<file path="config.mk">
export PLATFORM = sky130hd
export DESIGN_NAME = cv32e40p_apu_resp_buffer
export DESIGN_NICKNAME = d
export VERILOG_FILES = /design/src/rtl/cv32e40p_apu_resp_buffer.sv
export SDC_FILE = /design/constraint.sdc
export NUM_CORES = 1
export LEC_CHECK = 0
export BUFFER_PORTS_ARGS = -buffer_cell sky130_fd_sc_hd__clkbuf_2
export CAP_MARGIN = 5
export CORE_MARGIN = 2
export CORE_UTILIZATION = 27
export CTS_CLUSTER_DIAMETER = 80
export CTS_CLUSTER_SIZE = 10
export DETAILED_ROUTE_END_ITERATION = 6
export PLACE_DENSITY = 0.42
export SETUP_SLACK_MARGIN = 0.15
export SKIP_LAST_GASP = 1
export SYNTH_ARGS = -nofsm -noshare
export SYNTH_HDL_FRONTEND = slang
export SYNTH_SLANG_ARGS = --single-unit
</file>
<file path="constraint.sdc">
create_clock -name clk_i -period 6.73 [get_ports clk_i]
set_input_delay 1.346 -clock clk_i [delete_from_list [all_inputs] [get_ports clk_i]]
set_output_delay 1.346 -clock clk_i [all_outputs]
set_load 0.005 [all_outputs]
</file>
<file path="src/rtl/cv32e40p_apu_resp_buffer.sv">
// APU response buffer: captures every non-back-pressurable FPU result into a FIFO,
// meters upstream issue with credits, and accumulates sticky fflags.
module cv32e40p_apu_resp_buffer #(
  parameter int unsigned DEPTH  = 4,
  parameter int unsigned FLAG_W = 5
) (
  input  logic                       clk_i,
  input  logic                       rst_ni,
  input  logic                       issue_i,
  output logic                       issue_allow_o,
  input  logic                       apu_rvalid_i,
  input  logic [31:0]                apu_rdata_i,
  input  logic [FLAG_W-1:0]          apu_rflags_i,
  output logic                       wb_valid_o,
  input  logic                       wb_ready_i,
  output logic [31:0]                wb_rdata_o,
  output logic [FLAG_W-1:0]          wb_rflags_o,
  output logic [FLAG_W-1:0]          fflags_acc_o,
  input  logic                       fflags_clr_i,
  output logic [$clog2(DEPTH+1)-1:0] outstanding_o,
  output logic                       proto_err_o
);

  localparam int unsigned CNT_W = $clog2(DEPTH + 1);
  localparam int unsigned PTR_W = $clog2(DEPTH);
  localparam int unsigned ENT_W = 32 + FLAG_W;
  localparam logic [CNT_W-1:0] DEPTH_C = CNT_W'(DEPTH);

  logic [CNT_W-1:0]  outstanding_q, outstanding_d;
  logic [CNT_W-1:0]  occupancy_q, occupancy_d;
  logic [PTR_W-1:0]  rd_ptr_q, rd_ptr_d;
  logic [PTR_W-1:0]  wr_ptr_q, wr_ptr_d;
  logic [FLAG_W-1:0] fflags_acc_q, fflags_acc_d;
  logic              proto_err_q, proto_err_d;
  logic [ENT_W-1:0]  mem_q [DEPTH];

  logic [CNT_W-1:0]  in_flight;
  logic [ENT_W-1:0]  head;
  logic              issue_ok, issue_bad, push, spurious, pop;

  assign head          = mem_q[rd_ptr_q];
  assign issue_allow_o = (outstanding_q < DEPTH_C);
  assign wb_valid_o    = (occupancy_q != '0);
  assign wb_rdata_o    = head[ENT_W-1:FLAG_W];
  assign wb_rflags_o   = head[FLAG_W-1:0];
  assign fflags_acc_o  = fflags_acc_q;
  assign outstanding_o = outstanding_q;
  assign proto_err_o   = proto_err_q;

  // All legality decisions use pre-edge register values only.
  assign in_flight = outstanding_q - occupancy_q;
  assign issue_ok  = issue_i && issue_allow_o;
  assign issue_bad = issue_i && !issue_allow_o;
  assign push      = apu_rvalid_i && (in_flight != '0);
  assign spurious  = apu_rvalid_i && (in_flight == '0);
  assign pop       = wb_valid_o && wb_ready_i;

  always_comb begin
    outstanding_d = outstanding_q + CNT_W'(issue_ok) - CNT_W'(pop);
    occupancy_d   = occupancy_q + CNT_W'(push) - CNT_W'(pop);
    wr_ptr_d      = wr_ptr_q;
    rd_ptr_d      = rd_ptr_q;
    fflags_acc_d  = fflags_acc_q;
    proto_err_d   = proto_err_q | issue_bad | spurious;
    if (push) begin
      wr_ptr_d = wr_ptr_q + 1'b1;
    end
    if (pop) begin
      rd_ptr_d = rd_ptr_q + 1'b1;
    end
    // Clear takes effect before the popped flags are merged in.
    if (fflags_clr_i) begin
      fflags_acc_d = '0;
    end
    if (pop) begin
      fflags_acc_d = fflags_acc_d | head[FLAG_W-1:0];
    end
  end

  always_ff @(posedge clk_i or negedge rst_ni) begin
    if (!rst_ni) begin
      outstanding_q <= '0;
      occupancy_q   <= '0;
      rd_ptr_q      <= '0;
      wr_ptr_q      <= '0;
      fflags_acc_q  <= '0;
      proto_err_q   <= 1'b0;
    end else begin
      outstanding_q <= outstanding_d;
      occupancy_q   <= occupancy_d;
      rd_ptr_q      <= rd_ptr_d;
      wr_ptr_q      <= wr_ptr_d;
      fflags_acc_q  <= fflags_acc_d;
      proto_err_q   <= proto_err_d;
    end
  end

  // Storage is reset so the head output is never X.
  always_ff @(posedge clk_i or negedge rst_ni) begin
    if (!rst_ni) begin
      for (int i = 0; i < DEPTH; i++) begin
        mem_q[i] <= '0;
      end
    end else if (push) begin
      mem_q[wr_ptr_q] <= {apu_rdata_i, apu_rflags_i};
    end
  end

endmodule

</file>
==> flow_summary.ini <==
[finish]
antenna_cells = 0
regArea_sq_um = 4110
nets = 576
area_growth_syn_to_layout_pct = 16.1
drive_gt1_share_pct = 59.3
multi_input_area_sq_um = 3380
fill_cells = 2817

[yosys]
ys_types = 23
synth_area_sq_um = 7840
synth_area_leaders = dfrtp_1, mux2_4, mux4_2
yosysMostFrequentCell = dfrtp_1
synth-async-reset-ratio_pct = 100
ys_seq_area_share_pct = 52.3
synth_flop_cell = dfrtp_1
post_synth.cell_area_avg_sq_um = 18.0
synth-edff-count = 0
synth-seq-cells = 164
yosys_warnings = 0
syn-num-nets = 490
synthesis.instances = 435
yosys-top-cells-count = dfrtp_1, mux2_4, mux4_2, mux2_2, inv_1
synth_top_area_cell = dfrtp_1
synth_top_area_share_pct = 52.3

[floorplanning]
die_w_um = 174
initial_utilization_pct = 27.4
design.core.area_sq_um = 28600
die_area_sq_um = 30400
die_h_um = 174
ios = 91
core.rowCount = 62

[worst_setup_path]
slowest_stage = dfrtp_4
crit_family = flip-flops
end_kind = primary output
crit_required_ps = 5380
cp_max_fo = 39
crit_cells = 2
worst_setup_path_start_kind = flip-flop
reg2reg_slack_ps = 3910
reg2reg_to = occupancy_q[2]
rr_startpoint = outstanding_o[1]
setup.worst_path.class = flip-flop to primary output
crit_arrival_ps = 2240
path_cells = mux4_2, clkbuf_2
crit_path_end = wb_rdata_o[31]
path_buf_inv = 1
r2r_cells = 11
worst_path_largest_cell_delay_ps = 1030
critical_path.startpoint = rd_ptr_q[0]

[global_routing]
grt_util_all_layers_pct = 12.4
grt_overflow = 0
antenna_found_initial = 1
grt_pass1_vias = 4606
grt_max_degree = 84
grt_pass1_wl_um = 28400

[cts]
cts_buffers = 17
cts_root_buffer = clkbuf_16
post_cts_buffers = 0
clk_latency_ps = 430
hold_buffers = 0
cts_tree = done
cts_resized = 0
path_clk_slew_ps = 60
cts_sinks = 164
htreeDepth = 4
clockBufferDepth = 2

[hold_path]
hold_depth = 1
hold_path.class = flip-flop to flip-flop

[routing]
drtIter0Drc = 169
vias_per_cell = 4.35
ant_nets = 0
wl_um = 17600
via_count = 3986
drt-pass1-iter-count = 4
drc_errors = 0
routedWlPerCell_um = 19.2

[run_status]
status = completed

[sta]
fin_crit_ps = 3590
final_max_slew_viol_count = 0
holdWs_ps = 495
tns_ps = 0
tightest_slew_ps = 1060
rsz0062_at_grt = false
finClkSkew_ps = 13.3
max_freq_mhz = 279
post-route-period-util_pct = 53.3
finalHoldViolCount = 0
setup_violations = 0
maxSlewHeadroom_pct = 29.1

[placement]
place_hpwl_um = 10400
port_buffers = 90
place_congestion = 0.668

[power_and_ir_drop]
power_leakage_nw = 4.06
power_density_nw_per_um2 = 560
peakVddDrop_mv = 0.185

[flow_run]
cap_violations = 0
per-stage QoR:
stage                     cell area, sq um  utilization (%)  power (mW)  std cells  worst slack (ps)
final                                 9100             31.8        5.10        917              3140
after global routing                  9100             31.8        5.44        917              2970
after CTS                             9100             31.8        5.20        917              3040
after detailed placement              8510             29.7        4.15        886              3510
after global placement                8510             29.7        4.08        886              3480
after floorplan                       7840                -        3.51        435              3790
worst min-delay path by stage:
stage | start | endpoint | slack [ps]
after floorplan | proto_err_o | proto_err_o | 470
after global placement | proto_err_o | proto_err_o | 470
after detailed placement | proto_err_o | proto_err_o | 480
after CTS | proto_err_o | proto_err_o | 500
after global routing | mem_q[4] | mem_q[4] | 520
final | proto_err_o | proto_err_o | 490
routing by layer:
| metal | GRT usage, % | up-vias | part of all wire, % |
|---|---|---|---|
| li1 | - | 1750 | - |
| met1 | 16.8 | 2147 | 46 |
| met2 | 19.7 | 73 | 49 |
| met3 | 2.89 | 16 | 3.6 |
| met4 | 3.85 | 0 | 1.2 |
| met5 | 0 | - | 0 |
power by group:
group | leakage, nW | switching (mW) | internal (mW)
combinational | 1.83 | 0.792 | 1.40
sequential | 1.94 | 0.397 | 1.50
clock | 0.283 | 0.414 | 0.595
final cells by class:
class                      instances  share of cell area, %
timing repair buffer              92                   5.18
sequential                       164                   45.1
clock buffer                      20                   4.91
multi-input combinational        230                   37.2
inverter                          16                  0.660
clock inverter                    11                   1.68
tap                              384                   5.28
flip-flops by register name (all words and copies together) (netlist names):
register	count
fflags_acc_o	5
mem_q	148
occupancy_q	3
outstanding_o	3
proto_err_o	1
rd_ptr_q	2
wr_ptr_q	2
cell families (layout without fill, tap and decap cells):
logic type / count (synthesis) / in the layout / synth area share, %
adders and majority gates: 12 / 12 / 2.11
and+or+nand+nor: 12 / 12 / 0.686
buffers and inverters: 41 / 139 / 4.90
xor gates and xnor gates: 9 / 9 / 1.20
DFF: 164 / 164 / 52.3
muxes: 186 / 186 / 37.8
AOI/OAI and AO/OA: 11 / 11 / 1.02
layout by cell type, fill, tap and decap left out, types with 3 or more instances in the layout:
master | Yosys | final
dfrtp_1 | 164 | 162
mux2_4 | 120 | 120
clkbuf_2 | 0 | 89
mux4_2 | 37 | 37
mux2_2 | 29 | 29
clkbuf_16 | 0 | 17
inv_1 | 16 | 16
ha_1 | 10 | 10
nand2_1 | 8 | 8
xnor2_1 | 6 | 6
o21ai_0 | 6 | 6
o211a_4 | 0 | 4
clkinvlp_4 | 0 | 3
bufinv_16 | 0 | 3
(Power assumes the default switching activity.)
